**config.mk**
```make
export PLATFORM = sky130hd
export DESIGN_NAME = dmem_ctrl
export DESIGN_NICKNAME = d
export VERILOG_FILES = /design/src/rtl/dmem_pkg.sv /design/src/rtl/dmem_array.sv /design/src/rtl/dmem_ctrl.sv
export SDC_FILE = /design/constraint.sdc
export NUM_CORES = 1
export LEC_CHECK = 0
export BUFFER_PORTS_ARGS = -buffer_cell sky130_fd_sc_hd__buf_2
export CAP_MARGIN = 20
export CORE_ASPECT_RATIO = 0.5
export CORE_MARGIN = 2
export CORE_UTILIZATION = 48
export DETAILED_ROUTE_END_ITERATION = 10
export PLACE_DENSITY = 0.62
export SLEW_MARGIN = 20
export SYNTH_ARGS = -nofsm -noshare
export SYNTH_HDL_FRONTEND = slang
export SYNTH_SLANG_ARGS = --single-unit
```
**constraint.sdc**
```tcl
create_clock -name clk -period 5 [get_ports clk]
set_clock_uncertainty 0.15 [all_clocks]
set_input_delay 1 -clock clk [delete_from_list [all_inputs] [get_ports clk]]
set_output_delay 1 -clock clk [all_outputs]
set_load 0.02 [all_outputs]
```
**src/rtl/dmem_pkg.sv**
```systemverilog
// Shared types for the data-memory controller: FSM states and the power-on
// preset table that the INIT sequencer replays after reset or soft clear.
package dmem_pkg;

  typedef enum logic [1:0] {
    INIT = 2'd0,
    IDLE = 2'd1,
    BUSY = 2'd2,
    RESP = 2'd3
  } dmem_state_t;

  typedef struct packed {
    logic [31:0] addr;
    logic [31:0] value;
  } preset_entry_t;

  localparam int PRESET_N = 3;

  localparam preset_entry_t DMEM_PRESET [PRESET_N] = '{
    '{addr: 32'd0, value: 32'd5},
    '{addr: 32'd1, value: 32'd7},
    '{addr: 32'd4, value: 32'd3}
  };

  // Words not listed in the table initialise to zero.
  function automatic logic [31:0] preset_value(input logic [31:0] addr);
    logic [31:0] v;
    v = '0;
    for (int k = 0; k < PRESET_N; k++) begin
      if (DMEM_PRESET[k].addr == addr) v = DMEM_PRESET[k].value;
    end
    return v;
  endfunction

endpackage

```
**src/rtl/dmem_array.sv**
```systemverilog
// Single-port storage: synchronous write, asynchronous read, no reset so the
// array stays inferable as RAM.
module dmem_array #(
  parameter int DATA_W = 19,
  parameter int DEPTH  = 16,
  parameter int ADDR_W = $clog2(DEPTH)
) (
  input  logic              clk,
  input  logic              we,
  input  logic [ADDR_W-1:0] addr,
  input  logic [DATA_W-1:0] wdata,
  output logic [DATA_W-1:0] rdata
);

  logic [DATA_W-1:0] mem [DEPTH];

  always_ff @(posedge clk) begin
    if (we) mem[addr] <= wdata;
  end

  assign rdata = mem[addr];

endmodule

```
**src/rtl/dmem_ctrl.sv**
```systemverilog
// Load/store controller for the CPU data memory: valid/ready request and
// response channels, configurable read latency, range check, preset sequencer.
module dmem_ctrl
  import dmem_pkg::*;
#(
  parameter int DATA_W   = 19,
  parameter int DEPTH    = 16,
  parameter int ADDR_W   = $clog2(DEPTH),
  parameter int READ_LAT = 1
) (
  input  logic              clk,
  input  logic              reset,
  input  logic              soft_clear,
  input  logic              req_valid,
  output logic              req_ready,
  input  logic              req_we,
  input  logic [ADDR_W-1:0] req_addr,
  input  logic [DATA_W-1:0] req_wdata,
  output logic              rsp_valid,
  input  logic              rsp_ready,
  output logic [DATA_W-1:0] rsp_rdata,
  output logic              rsp_err,
  output logic              init_done
);

  // Handshake: a request transfers on a rising edge where req_valid and
  // req_ready are both 1; a response transfers where rsp_valid and rsp_ready
  // are both 1. Only one request is ever outstanding.

  localparam int CNT_W = 2;
  // BUSY lasts READ_LAT-1 cycles; the counter runs down to zero.
  localparam logic [CNT_W-1:0] BUSY_LOAD = (READ_LAT >= 2) ? CNT_W'(READ_LAT - 2) : '0;

  dmem_state_t       state, state_next;
  logic [ADDR_W-1:0] init_cnt;
  logic [ADDR_W-1:0] cap_addr;
  logic              cap_err;
  logic [CNT_W-1:0]  lat_cnt;
  logic              req_oob;
  logic              init_last;

  logic              arr_we;
  logic [ADDR_W-1:0] arr_addr;
  logic [DATA_W-1:0] arr_wdata;
  logic [DATA_W-1:0] arr_rdata;

  assign req_ready = (state == IDLE);
  assign rsp_valid = (state == RESP);
  assign req_oob   = {1'b0, req_addr} >= (ADDR_W + 1)'(DEPTH);
  assign init_last = (init_cnt == ADDR_W'(DEPTH - 1));

  always_comb begin
    state_next = state;
    arr_we     = 1'b0;
    arr_addr   = cap_addr;
    arr_wdata  = req_wdata;
    case (state)
      INIT: begin
        arr_we    = 1'b1;
        arr_addr  = init_cnt;
        arr_wdata = DATA_W'(preset_value(32'(init_cnt)));
        if (init_last) state_next = IDLE;
      end
      IDLE: begin
        arr_addr = req_addr;
        if (soft_clear) begin
          state_next = INIT;
        end else if (req_valid) begin
          arr_we     = req_we && !req_oob;
          state_next = (req_we || READ_LAT == 1) ? RESP : BUSY;
        end
      end
      BUSY: begin
        if (lat_cnt == '0) state_next = RESP;
      end
      RESP: begin
        if (rsp_ready) state_next = IDLE;
      end
      default: state_next = INIT;
    endcase
  end

  always_ff @(posedge clk or posedge reset) begin
    if (reset) begin
      state     <= INIT;
      init_cnt  <= '0;
      cap_addr  <= '0;
      cap_err   <= 1'b0;
      lat_cnt   <= '0;
      rsp_rdata <= '0;
      rsp_err   <= 1'b0;
      init_done <= 1'b0;
    end else begin
      state <= state_next;
      case (state)
        INIT: begin
          if (init_last) begin
            init_cnt  <= '0;
            init_done <= 1'b1;
          end else begin
            init_cnt <= init_cnt + ADDR_W'(1);
          end
        end
        IDLE: begin
          if (soft_clear) begin
            init_cnt  <= '0;
            init_done <= 1'b0;
          end else if (req_valid) begin
            cap_addr <= req_addr;
            cap_err  <= req_oob;
            lat_cnt  <= BUSY_LOAD;
            if (req_we) begin
              rsp_rdata <= '0;
              rsp_err   <= req_oob;
            end else if (READ_LAT == 1) begin
              rsp_rdata <= req_oob ? '0 : arr_rdata;
              rsp_err   <= req_oob;
            end
          end
        end
        BUSY: begin
          // Array address is the captured one here, so arr_rdata is the load data.
          if (lat_cnt == '0) begin
            rsp_rdata <= cap_err ? '0 : arr_rdata;
            rsp_err   <= cap_err;
          end else begin
            lat_cnt <= lat_cnt - CNT_W'(1);
          end
        end
        RESP: begin
          if (rsp_ready) begin
            rsp_rdata <= '0;
            rsp_err   <= 1'b0;
          end
        end
        default: ;
      endcase
    end
  end

  dmem_array #(
    .DATA_W(DATA_W),
    .DEPTH (DEPTH),
    .ADDR_W(ADDR_W)
  ) u_array (
    .clk  (clk),
    .we   (arr_we),
    .addr (arr_addr),
    .wdata(arr_wdata),
    .rdata(arr_rdata)
  );

endmodule

```
Word-level counts from Yosys, hierarchy flattened. Memory sizes are Yosys's and may differ from the RTL's. Index checks and enable logic that the tools add are counted.

Add/subtract/negate cells: 2. Equality and inequality tests: 14. Mux-type cells: 37. Bitwise gates (word level): 1. Reduce and logical (&&, ||, !) cells: 12.

Operators with widths (number): 2-to-1 mux 19 bit (8); case mux 19 bit (3 select lines) (1); 2-to-1 mux 2 bit (8); case mux 4 bit (2 select lines) (2); inequality test 2 bit (second input constant) (6); 2-to-1 mux 1 bit (10); 2-to-1 mux 4 bit (2); case mux 2 bit (4 select lines) (1); AND reduction 4 bit (2); AND reduction 3 bit (2); AND reduction 5 bit (1); adder 4 x 1 -> 4 bit (second input constant) (1); equality test 1 x 4 -> 1 bit (first input constant) (1); equality test 2 bit (second input constant) (2); equality test 3 x 4 -> 1 bit (first input constant) (1); equality test 4 bit (second input constant) (1); zero test 2 bit (2); zero test 4 bit (1); case mux 1 bit (2 select lines) (2); case mux 2 bit (2 select lines) (1); nonzero test 2 bit (2); 2-to-1 mux 3 bit (1); inequality test 3 bit (second input constant) (1); case mux 1 bit (3 select lines) (1); other kinds (6) (6).

Register bits after elaboration: 33. Memory bits (writable): 304. Output and inout bits: 23. Word-level logic and storage cells: 74. Memories kept: 1.

Memories: u_array.mem (words 16, bits a word 19, read ports 1, clocked after Yosys merged registers in 0, write ports 1, RTL line dmem_array.sv:15) `logic [DATA_W-1:0] mem [DEPTH];`.

Logic depth before layout (Yosys ltp). An unclocked memory read counts as a cell.

Depth in word-level cells: 7. Mapped depth: 12.

Hierarchy. A second synthesis with hierarchy kept.

Cells, all modules: 704. Area total of the unflattened synthesis: 13489.2 µm².

Modules (own cells, without submodules): dmem_array (times used 1, cells an instance 489, area each 11488.5 µm², sequential area each 9128.8 µm²); dmem_ctrl (times used 1, cells an instance 215, area each 2000.7 µm², sequential area each 800.8 µm²).

Worst setup path after synthesis. No wires, ideal clock.

Path kind: register -> register. From: register state[1]. To: memory u_array.mem[11][0], enable pin. Setup time: 0.395 ns. Data arrival time: 2.925 ns. Slack: 1.531 ns. Stages on the path, launching flop included: 9. Path buffers: 1. Path through: dfrtp_1 inv_1 ha_1 buf_2 nor2b_1 nand2_1 o21ai_0 nand3_1 nor2_1.

Cells in the longest elaborated chain, start to end: 4. Elaborated cells between the ends (all ways): 6. Classes of those cells: eq/ne: 1; mux: 4; reduce/logical: 1.

RTL lines: start, declared (RTL line dmem_ctrl.sv:34) `dmem_state_t state, state_next;`; start signal, assigned (RTL line dmem_ctrl.sv:94) `state <= state_next;`; equality test 2 x 1 -> 1 bit *; named net req_ready (RTL line dmem_ctrl.sv:15) `output logic req_ready,`; case mux 1 bit (2 select lines) (RTL line dmem_ctrl.sv:57) `case (state)`; 2-to-1 mux 1 bit (RTL line dmem_array.sv:18) `if (we) mem[addr] <= wdata;`; 2-to-1 mux 1 bit (not written as such) (RTL line dmem_array.sv:18); end, declared (RTL line dmem_array.sv:15).

The timed path passes the listed nets; every way through them passes the cells marked *.

Worst setup path after layout.
From: register state[1]. To: memory u_array.mem[11][6], enable pin.

Cells in the longest elaborated chain, start to end: 4. Elaborated cells between the ends (all ways): 6. Classes of those cells: eq/ne: 1; mux: 4; reduce/logical: 1.

RTL lines (RTL line): equality test 2 x 1 -> 1 bit / zero test 2 bit (equally long branches) (dmem_ctrl.sv:57); case mux 1 bit (2 select lines) (dmem_ctrl.sv:57); 2-to-1 mux 1 bit (dmem_array.sv:18); 2-to-1 mux 1 bit (not written as such) (dmem_array.sv:18).

Several ways; a longest one is shown, not always the timed one.

==> qor.yml <==
crit_arrival_ns: 4.15
post_layout_nonfiller_instances: 1476
mappedNetlistArea_mm2: 0.0136
clk_pin_slew_ns: 0.06
filler_cell_count: 2256
via_count_of_the_first_global_routing_pass: 8301
critical_path.startpoint_type: "flop"
grt_antenna_before_repair: 0
layout_common_cells: "sky130_fd_sc_hd__edfxtp_1, sky130_fd_sc_hd__nand2_1, sky130_fd_sc_hd__a31oi_1"
ys_seq_area_frac: 0.732
die_height_um: 123
drv.max_cap_violation_count: 0
fin_crit_ns: 4.05
ir_drop_mv: 0.360
areaGrowthSynthToFinish_pct: 14.3
coreArea_mm2: 0.0278
design.portCount: 52
vias: 8752
total_negative_setup_slack_ns: 0
worst_ep_required_time_ns: 5.10
multi_input_area_mm2: 0.00340
synthesis.area_per_instance_um2: 13.5
post_cts_resized: 0
drc_errors: 0
hpwlAfterDp_mm: 21.1
postCtsHoldBufs: 0
clock_tree_from_tritoncts: "built"
portBuffers: 50
ys_warnings: 0
path_class: "reg -> reg"
globalplace.congestion: 0.859
grt_util_all_layers: 0.231
fmax_mhz: 247
hold_class: "reg -> reg"
synth_top_flop_cell: "sky130_fd_sc_hd__edfxtp_1"
cts_buffers: 30
clkLatencyLatePin_ns: 0.56
nNetsFinal: 1109
ys_ff_latch: 336
p_per_area_mw_per_mm2: 645
post-cts-setup-buffer-count: 0
drive_gt1_frac: 0.169
power_leakage_nw: 5.52
setup_viol_count_final: 0
number_of_enable_type_register_cells_in_the_synthesized_netlist: 304
cts_buffer_depth: 3
synthDistinctLibCells: 41
final_min_period_over_clock_period: 0.810
die-width_um: 242
globalRouteOverflowTotal: 0
numClockSinks: 336
seq_area_mm2: 0.00993
core.rowCount: 43
drt-vias-per-instance: 5.93
final_common_cell: "sky130_fd_sc_hd__edfxtp_1"
dr.first_iter.drc_count: 957
status: "finished clean"
netlist_instances: 1008
floorplan.initialDensity: 0.489
firstDrtPassIters: 7
grt_start_max_net_pins: 53
final_slew_viol_count: 0
critical_path.max_fanout: 16
die_area_mm2: 0.0297
grt_first_pass_wirelength_mm: 51.1
synth.net_count: 1046
n_antenna_cell: 0
final_antenna_net_count: 0
synth_async_sr_flop_share: 0.0952
worst_slew_margin_rel: 0.261
cp-end-kind: "flop"
clk_root_buffer_cell: "sky130_fd_sc_hd__clkbuf_16"
place_inst: 1421
tightestPinTransition_ns: 1.11
htreeDepth: 1
finalWirelength_mm: 34.3
timing.final.hold_violations: 0
grt_setup_unrepaired: "false"
detail_route.wl_per_cell_um: 23.2
[synthesized netlist by cell type (3+ instances only)]
master	number	area (um2)
sky130_fd_sc_hd__edfxtp_1	304	9130
sky130_fd_sc_hd__o31ai_1	17	128
sky130_fd_sc_hd__ha_1	9	113
sky130_fd_sc_hd__mux2_2	4	45.0
sky130_fd_sc_hd__mux2i_1	4	40.0
sky130_fd_sc_hd__clkbuf_1	36	135
sky130_fd_sc_hd__a31oi_1	56	350
sky130_fd_sc_hd__a211oi_1	55	413
sky130_fd_sc_hd__nand2b_1	3	18.8
sky130_fd_sc_hd__o211ai_1	5	37.5
sky130_fd_sc_hd__and3_1	55	344
sky130_fd_sc_hd__mux4_2	4	90.1
sky130_fd_sc_hd__o22ai_1	32	200
sky130_fd_sc_hd__nand2_1	190	713
sky130_fd_sc_hd__nor2_1	65	244
sky130_fd_sc_hd__nor2b_1	20	125
sky130_fd_sc_hd__buf_2	25	125
sky130_fd_sc_hd__a22o_1	5	43.8
sky130_fd_sc_hd__nor3_1	5	25.0
sky130_fd_sc_hd__a21oi_1	9	45.0
sky130_fd_sc_hd__buf_1	4	15.0
sky130_fd_sc_hd__dfrtp_1	32	801
sky130_fd_sc_hd__nand3_1	9	45.0
sky130_fd_sc_hd__inv_1	11	41.3
sky130_fd_sc_hd__a32oi_1	4	35.0
sky130_fd_sc_hd__o21ai_1	4	20.0
sky130_fd_sc_hd__o21ai_0	24	120
[critical path, cell delays in order, from the launching register on]
cell and delay (ns):
sky130_fd_sc_hd__dfrtp_1 0.40, sky130_fd_sc_hd__inv_1 0.12, sky130_fd_sc_hd__ha_1 0.52, sky130_fd_sc_hd__nor2b_1 0.43, sky130_fd_sc_hd__nand2_1 0.27, sky130_fd_sc_hd__o21ai_0 0.67, sky130_fd_sc_hd__nand3_1 0.34, sky130_fd_sc_hd__nor2_2 0.49
sky130_fd_sc_hd__buf_4 0.36
[logic make-up after synthesis]
logic type               count (synthesis)  synth area share
AND/OR/NAND/NOR                        353             0.115
flip-flops                             336             0.732
AO/OA/AOI/OAI                          218             0.107
buffers and inverters                   79            0.0250
multiplexers                            12            0.0129
adder cells (fa/ha/maj)                  9           0.00830
other                                    1          0.000276
[registers in the layout, summed over array words and instances, names as in the netlist]
register     count
u_array.mem    304
init_cnt         4
init_done        1
lat_cnt          2
cap_addr         4
state            2
rsp_rdata       19
[where the power goes]
part           switching (W)  internal, W
Sequential          0.000120      0.00366
Combinational        0.00272      0.00111
Clock               0.000996      0.00138
Total                0.00384      0.00615
[through the flow]
step	setup slack [ns]	area [um2]	hold WS (ns)	total power, W	util
after floorplan	1.53	13600	0.319	0.00626	-
after global placement	1.15	14500	0.318	0.00755	0.521
after detailed placement	1.05	14500	0.329	0.00762	0.521
after CTS	1.06	15500	0.343	0.00998	0.558
after global routing	0.649	15500	0.361	0.0105	0.558
final	0.949	15500	0.337	0.00999	0.558
[metal layers]
| metal | vias to the layer above | track usage | part of all wire |
|---|---|---|---|
| met3 | 41 | 0.0660 | 0.094 |
| li1 | 3932 | - | - |
| met1 | 4406 | 0.341 | 0.46 |
| met4 | 0 | 0.0467 | 0.015 |
| met2 | 373 | 0.344 | 0.43 |
| met5 | - | 0 | 0 |
[path summary, 6_finish.rpt]
check	from	slack, ns	end	depth (start not counted)
min reg2reg	rsp_rdata[0]	0.34	rsp_rdata[0]	2
max	state[1]	0.95	u_array.mem[11][6]	8
max reg2reg	state[1]	0.95	u_array.mem[11][6]	8
min in group asynchronous	reset	0.41	rsp_rdata[3]	3
max in group asynchronous	reset	3.91	rsp_rdata[8]	3
min	rsp_rdata[0]	0.34	rsp_rdata[0]	2
[cell type report]
class	instances	share of cell area
Clock inverter	14	0.0109
Tap cell	382	0.0308
Clock buffer	41	0.0544
Inverter	12	0.00291
Timing Repair Buffer	98	0.0410
Multi-Input combinational cell	593	0.219
Sequential cell	336	0.641
No activity file was read; power rests on OpenSTA's default activity.
